File: src/rtl/axis_pkg.sv
// axis_pkg: shared FSM encoding, widths and saturating-increment helper for the AXI-Stream receiver
package axis_pkg;
  localparam int AXIS_CNT_W = 16;
  localparam int AXIS_ID_W = 8;
  typedef enum logic [1:0] {SOP = 2'd0, PASS = 2'd1, DISCARD = 2'd2} axis_state_e;
  function automatic logic [AXIS_CNT_W-1:0] sat_inc(input logic [AXIS_CNT_W-1:0] c, input logic inc);
    return (inc && c != '1) ? c + AXIS_CNT_W'(1) : c;
  endfunction
endpackage

File: src/rtl/axis_rx_fifo.sv
// axis_rx_fifo: sync FWFT FIFO; push/wdata in, pop/rdata out (rdata 0 when empty), full/empty/level status
module axis_rx_fifo #(
  parameter int WIDTH = 8,
  parameter int DEPTH = 4
) (
  input  logic                     i_clk,
  input  logic                     i_reset,
  input  logic                     push,
  input  logic [WIDTH-1:0]         wdata,
  input  logic                     pop,
  output logic [WIDTH-1:0]         rdata,
  output logic                     full,
  output logic                     empty,
  output logic [$clog2(DEPTH):0]   level
);
  localparam int AW = $clog2(DEPTH);
  localparam int LW = AW + 1;
  logic [WIDTH-1:0] mem [DEPTH];
  logic [AW-1:0] wr_ptr, rd_ptr;
  logic do_push, do_pop;
  assign full = level == LW'(DEPTH);
  assign empty = level == '0;
  assign do_push = push && !full;
  assign do_pop = pop && !empty;
  assign rdata = empty ? '0 : mem[rd_ptr];
  always_ff @(posedge i_clk)
    if (do_push) mem[wr_ptr] <= wdata;
  always_ff @(posedge i_clk)
    if (i_reset) begin
      wr_ptr <= '0;
      rd_ptr <= '0;
      level <= '0;
    end else begin
      wr_ptr <= do_push ? wr_ptr + AW'(1) : wr_ptr;
      rd_ptr <= do_pop ? rd_ptr + AW'(1) : rd_ptr;
      level <= level + LW'(do_push) - LW'(do_pop);
    end
endmodule

File: src/rtl/axi_stream_read_extended.sv
// axi_stream_read_extended: AXI-S sink (tvalid/tready/tdata/tkeep/tdest/tid/tlast) with TDEST filter into FWFT FIFO read via o_data_valid/i_read; level and saturating pkt/drop counts
module axi_stream_read_extended
  import axis_pkg::*;
#(
  parameter int BUS_WIDTH = 16,
  parameter int FIFO_DEPTH = 4
) (
  input  logic                          i_clk,
  input  logic                          i_reset,
  input  logic [31:0]                   i_core_TID,
  input  logic                          i_filter_en,
  input  logic                          i_tvalid,
  output logic                          o_tready,
  input  logic [BUS_WIDTH-1:0]          i_tdata,
  input  logic [BUS_WIDTH/8-1:0]        i_tkeep,
  input  logic [AXIS_ID_W-1:0]          i_tdest,
  input  logic [AXIS_ID_W-1:0]          i_tid,
  input  logic                          i_tlast,
  output logic                          o_data_valid,
  input  logic                          i_read,
  output logic [BUS_WIDTH-1:0]          o_data,
  output logic [BUS_WIDTH/8-1:0]        o_tkeep,
  output logic [AXIS_ID_W-1:0]          o_tdest,
  output logic [AXIS_ID_W-1:0]          o_tid,
  output logic                          o_tlast,
  output logic [$clog2(FIFO_DEPTH):0]   o_level,
  output logic [AXIS_CNT_W-1:0]         o_pkt_count,
  output logic [AXIS_CNT_W-1:0]         o_drop_count
);
  localparam int WW = BUS_WIDTH + BUS_WIDTH / 8 + 2 * AXIS_ID_W + 1;
  axis_state_e state, state_n;
  logic full, empty, drop, xfer, push;
  logic [WW-1:0] rdata;
  logic unused_tid;
  assign unused_tid = ^i_core_TID[31:AXIS_ID_W];
  assign drop = i_filter_en && (i_tdest != i_core_TID[AXIS_ID_W-1:0]);
  // Dropped packets are drained even when the FIFO is full so a filtered stream never stalls.
  assign o_tready = !i_reset && (state == DISCARD || (state == SOP && drop) || !full);
  assign xfer = i_tvalid && o_tready;
  assign push = xfer && (state == PASS || (state == SOP && !drop));
  always_comb begin
    state_n = state;
    if (xfer) state_n = i_tlast ? SOP : (state == SOP ? (drop ? DISCARD : PASS) : state);
  end
  always_ff @(posedge i_clk)
    if (i_reset) begin
      state <= SOP;
      o_pkt_count <= '0;
      o_drop_count <= '0;
    end else begin
      state <= state_n;
      o_pkt_count <= sat_inc(o_pkt_count, push && i_tlast);
      o_drop_count <= sat_inc(o_drop_count, xfer && !push && i_tlast);
    end
  axis_rx_fifo #(.WIDTH(WW), .DEPTH(FIFO_DEPTH)) u_fifo (
    .i_clk   (i_clk),
    .i_reset (i_reset),
    .push    (push),
    .wdata   ({i_tlast, i_tid, i_tdest, i_tkeep, i_tdata}),
    .pop     (i_read),
    .rdata   (rdata),
    .full    (full),
    .empty   (empty),
    .level   (o_level)
  );
  assign {o_tlast, o_tid, o_tdest, o_tkeep, o_data} = rdata;
  assign o_data_valid = !empty;
endmodule

File: config.mk
export PLATFORM = sky130hd
export DESIGN_NAME = axi_stream_read_extended
export DESIGN_NICKNAME = d
export VERILOG_FILES = /design/src/rtl/axis_pkg.sv /design/src/rtl/axis_rx_fifo.sv /design/src/rtl/axi_stream_read_extended.sv
export SDC_FILE = /design/constraint.sdc
export NUM_CORES = 1
export LEC_CHECK = 0
export BUFFER_PORTS_ARGS = -buffer_cell sky130_fd_sc_hd__buf_2
export CORE_MARGIN = 2
export CORE_UTILIZATION = 54
export DETAILED_ROUTE_END_ITERATION = 10
export PLACE_DENSITY = 0.77
export SYNTH_ARGS = -nofsm -noshare
export SYNTH_HDL_FRONTEND = slang
export SYNTH_SLANG_ARGS = --single-unit
File: constraint.sdc
create_clock -name i_clk -period 3.6 [get_ports i_clk]
set_input_delay 0.18 -clock i_clk [delete_from_list [all_inputs] [get_ports i_clk]]
set_output_delay 0.18 -clock i_clk [all_outputs]
set_load 0.01 [all_outputs]
==> results of run 1 <==
[cell families after synthesis]
family / Yosys count
AND/OR/NAND/NOR: 157
adder cells (fa/ha/maj): 9
flip-flops: 183
XOR/XNOR: 28
multiplexers: 44
buffers and inverters: 32
AO/OA/AOI/OAI: 30
[synthesized netlist by cell type, drive strengths merged (4+ instances only)]
cell type / n / area [µm²]
edfxtp: 140 / 4200
dfxtp: 43 / 861
and2: 40 / 250
mux4: 35 / 788
nor2: 33 / 124
xnor2: 18 / 158
nand3: 16 / 80.1
clkbuf: 15 / 56.3
nand2: 14 / 52.6
a21oi: 11 / 58.8
inv: 10 / 37.5
nand4: 10 / 62.6
xor2: 10 / 87.6
ha: 8 / 100
buf: 7 / 37.5
nor2b: 7 / 43.8
and3: 6 / 37.5
mux2i: 6 / 60.1
nand3b: 6 / 45.0
nand2b: 5 / 31.3
nor3: 5 / 25.0
a31o: 4 / 35.0
[report_power, final]
part	leakage (nW)	internal (W)	switching, W	total [W]
sequential	1.61	0.00234	0.000109	0.00245
clock	0.276	0.00109	0.000768	0.00186
combinational	1.47	0.000606	0.000539	0.00115
[final timing paths]
check                            to            start  cells after the start
hold reg to reg     o_drop_count[4]  o_drop_count[4]                      1
setup reg to reg    u_fifo.level[2]  u_fifo.level[0]                     10
hold / removal    u_fifo.mem[1][24]       i_tdest[6]                      1
setup / recovery    u_fifo.level[2]  u_fifo.level[0]                     10
[per-stage QoR]
| step | hold slack [ns] | power [W] |
|---|---|---|
| floorplan | 0.279 | 0.00321 |
| global placement | 0.391 | 0.00361 |
| detailed placement | 0.399 | 0.00363 |
| CTS | 0.00723 | 0.00552 |
| global route | 0.00633 | 0.00569 |
| finish | 0.0362 | 0.00546 |
[layer usage]
metal | GRT usage (%) | wire length [µm] | up-vias
li1 | - | - | 2138
met1 | 25.0 | 6100 | 2261
met2 | 35.7 | 7690 | 131
met3 | 6.32 | 810 | 16
met4 | 7.11 | 202 | 0
met5 | 0 | 0 | -
[sequential cells by signal, summed over array words and instances, names as in the netlist, named ones only]
name / count
o_drop_count: 16
o_pkt_count: 16
u_fifo.wr_ptr: 2
u_fifo.mem: 140
state: 2
u_fifo.rd_ptr: 2
u_fifo.level: 3
[layout make-up]
| class | count | area [µm²] | area share (%) |
|---|---|---|---|
| inverter | 10 | 37.5 | 0.405 |
| multi-input combinational | 268 | 2350 | 25.4 |
| timing repair buffer | 158 | 991 | 10.7 |
| clock buffer | 17 | 425 | 4.59 |
| sequential | 183 | 5070 | 54.6 |
| clock inverter | 14 | 175 | 1.89 |
| tap | 180 | 225 | 2.43 |
[worst max-delay path, stage by stage (launching register included)]
cell and delay (ns):
dfxtp_1 0.34, or3_1 0.37, buf_4 0.26, and2_1 0.25
ha_1 0.29, inv_1 0.05, ha_1 0.18, fa_1 0.38
xnor2_1 0.21, xnor2_1 0.14, nor2_1 0.05
==> flow_metrics.env, run 1 <==
export IMPL_criticalPathCategory="reg -> reg"
export IMPL_cts_setup_buffers=0
export IMPL_syn_avg_cell_area_um2=15.6
export IMPL_synthMuxAreaShare_pct=11.7
export IMPL_finalWirelength_um=14800
export IMPL_synth_seq_area_share_pct=67.1
export IMPL_synth_async_reset_ratio_pct=0
export IMPL_syn_num_nets=564
export IMPL_final_cell_mix="140 x edfxtp_1, 119 x buf_2, 41 x dfxtp_1"
export IMPL_fp_dieH_um=122
export IMPL_syn2layout_area_growth_pct=22.9
export IMPL_layout_min_cycle_time_ns=2.67
export IMPL_fillers=1005
export IMPL_drt_initial_drc_count=325
export IMPL_synth_cell_types=46
export IMPL_instances_no_fill=830
export IMPL_grt_pass1_wl_um=23100
export IMPL_cts_root_buf="clkbuf_16"
export IMPL_die_width_um=122
export IMPL_dieArea_mm2=0.0149
export IMPL_tightest_slew_ns=0.938
export IMPL_required_ns=3.87
export IMPL_vias_per_cell=5.48
export IMPL_synth_compound_area_share_pct=2.93
export IMPL_antenna_cells=0
export IMPL_synth_fa_ha_area_share_pct=1.59
export IMPL_critPathLaunchType="flip-flop"
export IMPL_leakagePower_nw=3.36
export IMPL_run_status="completed"
export IMPL_rows=43
export IMPL_post_drt_wl_per_cell_um=17.8
export IMPL_synth_edf_count=140
export IMPL_final_common_cell="edfxtp_1"
export IMPL_first_global_vias=4646
export IMPL_setup_viol=0
export IMPL_ir_drop_v=0.000325
export IMPL_worst_slack_ns=0.933
export IMPL_numCtsBuffers=17
export IMPL_synthSimpleGateAreaFrac_pct=11.7
export IMPL_grt_ovfl_total=0
export IMPL_finalMaxSlewViolations=0
export IMPL_synth_top_family_by_area="multiplexers"
export IMPL_finalHoldViolations=0
export IMPL_r2r_slack_ns=0.93
export IMPL_hold_path_class="in -> reg"
export IMPL_initial_core_util_pct=54.8
export IMPL_h_tree_depth=4
export IMPL_maxCapViolCount=0
export IMPL_antenna_found_initial=0
export IMPL_clock_latency_ns=0.42
export IMPL_clk_pin_slew_ns=0.07
export IMPL_critPathMaxFanout=37
export IMPL_drive_gt1_share_pct=32.6
export IMPL_synthXorXnorAreaFrac_pct=3.25
export IMPL_core_mm2=0.0138
export IMPL_via_count=4546
export IMPL_grt_max_degree=53
export IMPL_timing_final_crit_share_pct=74.1
export IMPL_place_congestion=0.795
export IMPL_cts_resized=0
export IMPL_netlist_instances=483
export IMPL_dp_cells=768
export IMPL_cts_sinks=183
export IMPL_power_density_mw_per_mm2=588
export IMPL_first_pass_iters=4
export IMPL_fmax_mhz=375
export IMPL_setup_tns_ns=0
export IMPL_ys_flop_type="edfxtp_1"
export IMPL_place_ws_ns=0.929
export IMPL_cp_arrival_ns=2.93
export IMPL_grt_setup_unrepaired="false"
export IMPL_io_pins=144
export IMPL_ant_nets=0
export IMPL_ys_ff_latch=183
export IMPL_place_area_mm2=0.00837
export IMPL_nets=719
export IMPL_drc_errors=0
export IMPL_synth_warnings=0
export IMPL_slew_limit_headroom_pct=37.5
export IMPL_final_util_pct=67.4
export IMPL_io_buffers=119
export IMPL_endpoint_kind="flip-flop"
export IMPL_cts_tree="done"
export IMPL_stdcell_area_mm2=0.00928
export IMPL_cts_path_max_buffers=2
export IMPL_syn_cell_area_mm2=0.00755
export IMPL_hold_buffers=31
export IMPL_dp_hpwl_um=9260
export IMPL_track_usage_pct=20.8
export IMPL_clock_skew_ns=0.00517
(Power assumes the default switching activity.)
==> inputs of run 2 (changes only) <==
==> constraint.sdc (replaced) <==
create_clock -name i_clk -period 2.5 [get_ports i_clk]
set_input_delay 0.125 -clock i_clk [delete_from_list [all_inputs] [get_ports i_clk]]
set_output_delay 0.125 -clock i_clk [all_outputs]
set_load 0.01 [all_outputs]
==> flow_metrics.env, run 2 (synthesized netlist as in run 1, its figures left out) <==
export IMPL_run_status="completed"
export IMPL_endpoint_kind="flip-flop"
export IMPL_io_pins=144
export IMPL_first_global_vias=4615
export IMPL_grt_use_met3_pct=5.07
export IMPL_grt_setup_unrepaired="false"
export IMPL_fillers=990
export IMPL_grt_max_degree=37
export IMPL_numCtsBuffers=17
export IMPL_critPathMaxFanout=5
export IMPL_core_mm2=0.0138
export IMPL_initial_core_util_pct=54.8
export IMPL_r2r_end="u_fifo.level[2]"
export IMPL_finalMaxSlewViolations=0
export IMPL_critical_path_top_delay_family="adder cells"
export IMPL_cts_sinks=183
export IMPL_drc_errors=0
export IMPL_first_pass_iters=4
export IMPL_pwr_share_seq_pct=43.7
export IMPL_clock_latency_ns=0.42
export IMPL_reg2regPathDepth=9
export IMPL_grt_ovfl_total=0
export IMPL_drt_initial_drc_count=217
export IMPL_cts_root_buf="clkbuf_16"
export IMPL_finalWirelength_um=14600
export IMPL_reg_largest_list="u_fifo.mem: 140 flops, o_drop_count: 16 flops, o_pkt_count: 16 flops"
export IMPL_clk_pin_slew_ns=0.07
export IMPL_dp_cells=774
export IMPL_critPathLaunchType="flip-flop"
export IMPL_switching_share_pct=27.2
export IMPL_finalHoldViolations=0
export IMPL_switching_power_w=0.00213
export IMPL_leakagePower_nw=3.43
export IMPL_layout_min_cycle_time_ns=2.30
export IMPL_criticalPathCategory="reg -> reg"
export IMPL_cts_path_max_buffers=2
export IMPL_cts_setup_buffers=0
export IMPL_h_tree_depth=4
export IMPL_dp_hpwl_um=8840
export IMPL_fmax_mhz=436
export IMPL_setup_tns_ns=0
export IMPL_ir_drop_v=0.000422
export IMPL_setup_viol=0
export IMPL_via_count=4624
export IMPL_hold_path_class="in -> reg"
export IMPL_p_comb_share_pct=23.0
export IMPL_tightest_slew_ns=0.576
export IMPL_grt_pass1_wl_um=23200
export IMPL_io_buffers=119
export IMPL_crit_end="u_fifo.level[2]"
export IMPL_timing_final_crit_share_pct=91.8
export IMPL_required_ns=2.79
export IMPL_die_width_um=122
export IMPL_intPower_w=0.00569
export IMPL_crit_top_cell="ha_1"
export IMPL_place_congestion=0.788
export IMPL_power_density_mw_per_mm2=832
export IMPL_grt_util_met2_pct=35.3
export IMPL_cp_cell_sequence="or3_1, and2_1, ha_1, inv_1, ha_1, fa_2, xnor2_2, xnor2_1, nor2_1"
export IMPL_crit_slowest_cell="or3_1"
export IMPL_r2r_slack_ns=0.20
export IMPL_cts_tree="done"
export IMPL_worstSetupStartpoint="u_fifo.level[0]"
export IMPL_r2r_start="u_fifo.level[0]"
export IMPL_clock_skew_ns=0.00730
export IMPL_largest_register_ffs=140
export IMPL_slew_limit_headroom_pct=61.6
export IMPL_vias_per_cell=5.49
export IMPL_power_w=0.00782
export IMPL_cp_buffers_inverters=1
export IMPL_dieArea_mm2=0.0149
export IMPL_drive_gt1_share_pct=33.5
export IMPL_fp_dieH_um=122
export IMPL_cp_arrival_ns=2.58
export IMPL_ant_nets=0
export IMPL_post_drt_wl_per_cell_um=17.4
export IMPL_cp_depth=9
export IMPL_nets=730
export IMPL_final_cell_mix="140 x edfxtp_1, 119 x buf_2, 41 x dfxtp_1"
export IMPL_antenna_found_initial=0
export IMPL_instances_no_fill=842
export IMPL_track_usage_pct=20.5
export IMPL_top_register="u_fifo.mem"
export IMPL_cpPeakStageDelay_ns=0.40
export IMPL_antenna_cells=0
export IMPL_maxCapViolCount=0
export IMPL_final_common_cell="edfxtp_1"
export IMPL_rows=43
export IMPL_clockPowerShare_pct=33.3
export IMPL_syn2layout_area_growth_pct=24.6
export IMPL_grtUsageMet1_pct=25.4
export IMPL_busiest_layer="met2"
run 2: cell types whose count changed in the layout (fill, tap and decap cells not counted), moves of 2 or more:
| cell | change |
|---|---|
| clkinvlp_4 | -3 |
| dlygate4sd3_1 | +5 |
| buf_12 | +3 |
| inv_8 | +4 |
| inv_6 | +2 |
| buf_4 | +3 |
| bufinv_16 | -2 |
run 2: power groups by stage:
| stage | combinational [W] | clock (W) | sequential [W] |
|---|---|---|---|
| global route | 0.00197 | 0.00277 | 0.00343 |
| detailed placement | 0.00177 | 0 | 0.00348 |
| global placement | 0.00174 | 0 | 0.00347 |
| finish | 0.00180 | 0.00260 | 0.00342 |
| CTS | 0.00182 | 0.00266 | 0.00342 |
| floorplan | 0.00115 | 0 | 0.00348 |
run 2: cell type report:
| type | count | area, µm² | area share, % |
|---|---|---|---|
| Timing Repair Buffer | 169 | 1120 | 12.0 |
| Sequential cell | 183 | 5070 | 53.9 |
| Inverter | 10 | 37.5 | 0.399 |
| Clock buffer | 17 | 425 | 4.53 |
| Clock inverter | 15 | 156 | 1.66 |
| Tap cell | 180 | 225 | 2.40 |
| Multi-Input combinational cell | 268 | 2360 | 25.2 |
run 2: worst min path at each step:
stage	start	endpoint	slack [ns]	cells past startpoint
3_3_place_gp	i_tdata[12]	u_fifo.mem[2][12]	0.34	1
6_report	i_read	flip-flop	0.15	4
4_1_cts	i_read	flip-flop	0.13	4
3_5_place_dp	i_tdata[3]	u_fifo.mem[1][3]	0.34	1
5_1_grt	i_read	flip-flop	0.16	4
2_1_floorplan	i_tdata[0]	u_fifo.mem[0][0]	0.22	0
run 2: layer usage:
layer  up-vias  wire length (µm)
met5         -                 0
li1       2172                 -
met2       123              7500
met4         0               203
met3        15               733
met1      2314              6200
run 2: timing repair:
item / CTS / global route
endpoints found under the hold margin: 141 / 0
hold buffers: 36 / 0
gates resized for setup: 0 / 2
setup endpoints to repair: 0 / 1
run 2: stage by stage:
step	util (%)	setup slack, ns	area [µm²]	hold slack [ns]
floorplan	-	0.129	7550	0.224
global placement	61.3	0.242	8450	0.336
detailed placement	61.3	0.156	8450	0.342
CTS	68.2	0.120	9390	0.128
global route	68.3	0.0501	9400	0.163
finish	68.3	0.205	9400	0.145
run 2: worst register-to-register path, cell delays in order (launching register included):
cell and delay [ns]:
dfxtp_1 0.34, or3_1 0.40, and2_1 0.21, ha_1 0.28, inv_1 0.04, ha_1 0.18
fa_2 0.36, xnor2_2 0.15, xnor2_1 0.15, nor2_1 0.06
==> inputs of run 3 (changes only) <==
--- a/config.mk
+++ b/config.mk
@@ -13,3 +13,4 @@
 export SYNTH_ARGS = -nofsm -noshare
 export SYNTH_HDL_FRONTEND = slang
 export SYNTH_SLANG_ARGS = --single-unit
+export TNS_END_PERCENT = 1
==> constraint.sdc (replaced) <==
create_clock -name i_clk -period 2.62 [get_ports i_clk]
set_input_delay 0.131 -clock i_clk [delete_from_list [all_inputs] [get_ports i_clk]]
set_output_delay 0.131 -clock i_clk [all_outputs]
set_load 0.01 [all_outputs]
==> flow_metrics.env, run 3 (synthesized netlist as in run 1, its figures left out) <==
export IMPL_setup_tns_ns=0
export IMPL_clockPowerShare_pct=33.5
export IMPL_reg_largest_list="u_fifo.mem: 140 flops, o_drop_count: 16 flops, o_pkt_count: 16 flops"
export IMPL_tightest_slew_ns=0.525
export IMPL_cp_buffers_inverters=1
export IMPL_critPathLaunchType="flip-flop"
export IMPL_dp_hpwl_um=9130
export IMPL_core_mm2=0.0138
export IMPL_finalWirelength_um=14600
export IMPL_run_status="completed"
export IMPL_grt_setup_unrepaired="false"
export IMPL_largest_register_ffs=140
export IMPL_cts_tree="done"
export IMPL_grt_pass1_wl_um=23300
export IMPL_syn2layout_area_growth_pct=24.4
export IMPL_track_usage_pct=20.9
export IMPL_drt_initial_drc_count=278
export IMPL_antenna_found_initial=0
export IMPL_endpoint_kind="flip-flop"
export IMPL_crit_slowest_cell="or3_1"
export IMPL_power_w=0.00746
export IMPL_p_comb_share_pct=22.4
export IMPL_cts_setup_buffers=0
export IMPL_final_util_pct=68.1
export IMPL_criticalPathCategory="reg -> reg"
export IMPL_critPathMaxFanout=5
export IMPL_switching_share_pct=25.6
export IMPL_worst_slack_ns=0.269
export IMPL_fmax_mhz=425
export IMPL_pwr_share_seq_pct=44.1
export IMPL_hold_path_class="in -> reg"
export IMPL_numCtsBuffers=17
export IMPL_cts_path_max_buffers=2
export IMPL_grt_max_degree=37
export IMPL_ir_drop_v=0.000431
export IMPL_finalHoldViolations=0
export IMPL_finalMaxSlewViolations=0
export IMPL_cpPeakStageDelay_ns=0.41
export IMPL_fillers=1003
export IMPL_setup_viol=0
export IMPL_slew_limit_headroom_pct=65.0
export IMPL_rows=43
export IMPL_leakagePower_nw=3.42
export IMPL_cts_sinks=183
export IMPL_top_register="u_fifo.mem"
export IMPL_final_common_cell="edfxtp_1"
export IMPL_dieArea_mm2=0.0149
export IMPL_required_ns=2.92
export IMPL_io_pins=144
export IMPL_post_drt_wl_per_cell_um=17.4
export IMPL_drive_gt1_share_pct=32.7
export IMPL_cp_arrival_ns=2.66
export IMPL_critical_path_top_delay_family="adder cells"
export IMPL_io_buffers=119
export IMPL_via_count=4589
export IMPL_antenna_cells=0
export IMPL_cp_cell_sequence="or3_1, and2_1, ha_1, inv_1, ha_1, fa_1, xnor2_1, xnor2_1, nor2_1"
export IMPL_first_global_vias=4694
export IMPL_power_density_mw_per_mm2=795
export IMPL_stdcell_area_mm2=0.00938
export IMPL_clock_skew_ns=0.00897
export IMPL_initial_core_util_pct=54.8
export IMPL_place_area_mm2=0.00845
export IMPL_intPower_w=0.00555
export IMPL_clk_pin_slew_ns=0.07
export IMPL_layout_min_cycle_time_ns=2.35
export IMPL_vias_per_cell=5.46
export IMPL_clock_latency_ns=0.42
export IMPL_cts_root_buf="clkbuf_16"
export IMPL_ant_nets=0
export IMPL_fp_dieH_um=122
export IMPL_switching_power_w=0.00191
export IMPL_place_congestion=0.787
export IMPL_h_tree_depth=4
export IMPL_first_pass_iters=4
export IMPL_place_ws_ns=0.266
export IMPL_grt_ovfl_total=0
export IMPL_timing_final_crit_share_pct=89.7
export IMPL_final_cell_mix="140 x edfxtp_1, 119 x buf_2, 41 x dfxtp_1"
export IMPL_drc_errors=0
export IMPL_nets=729
export IMPL_maxCapViolCount=0
export IMPL_die_width_um=122
## run 3: cell types whose count changed in the layout (fill, tap and decap cells not counted), moves of 2 or more
| cell | before | now |
|---|---|---|
| bufinv_16 | 1 | 3 |
| clkinv_1 | 0 | 3 |
| inv_6 | 5 | 0 |
| inv_8 | 4 | 0 |
## run 3: power by group through the flow
stage          logic, W  registers (W)  clock network [W]
4_1_cts         0.00171        0.00329            0.00255
6_report        0.00167        0.00329            0.00250
3_3_place_gp    0.00163        0.00334                  0
5_1_grt         0.00184        0.00330            0.00267
3_5_place_dp    0.00166        0.00335                  0
2_1_floorplan   0.00110        0.00332                  0
## run 3: what timing repair did
action / CTS / global route
resized for setup: 0 / 0
hold endpoints to repair: 137 / 0
hold buffers: 35 / 0
## run 3: worst paths after layout
| kind | start | to | slack [ns] | cells past startpoint |
|---|---|---|---|---|
| hold / removal | i_tlast | u_fifo.mem[0][34] | 0.04 | 1 |
| setup / recovery | u_fifo.level[0] | u_fifo.level[2] | 0.27 | 9 |
| setup reg to reg | u_fifo.level[0] | u_fifo.level[2] | 0.27 | 9 |
| hold reg to reg | o_drop_count[15] | o_drop_count[15] | 0.51 | 1 |
## run 3: through the flow
stage	cells	hold slack [ns]
final	840	0.0352
after global routing	840	0.0325
after CTS	840	0.0144
after detailed placement	774	0.349
after global placement	774	0.342
after floorplan	483	0.230
## run 3: layout make-up
class / instances / area, µm² / area share, %
Multi-Input combinational cell: 268 / 2350 / 25.1
Timing Repair Buffer: 168 / 1110 / 11.9
Tap cell: 180 / 225 / 2.40
Clock inverter: 14 / 160 / 1.71
Sequential cell: 183 / 5070 / 54.0
Inverter: 10 / 37.5 / 0.400
Clock buffer: 17 / 425 / 4.53
## run 3: routing by layer
layer / up-vias / global-route usage, % / share of wire (%)
met5: - / 0 / 0
met4: 0 / 7.76 / 1.4
met3: 19 / 5.39 / 5.7
met2: 126 / 36.6 / 52
met1: 2288 / 24.9 / 41
li1: 2156 / - / -
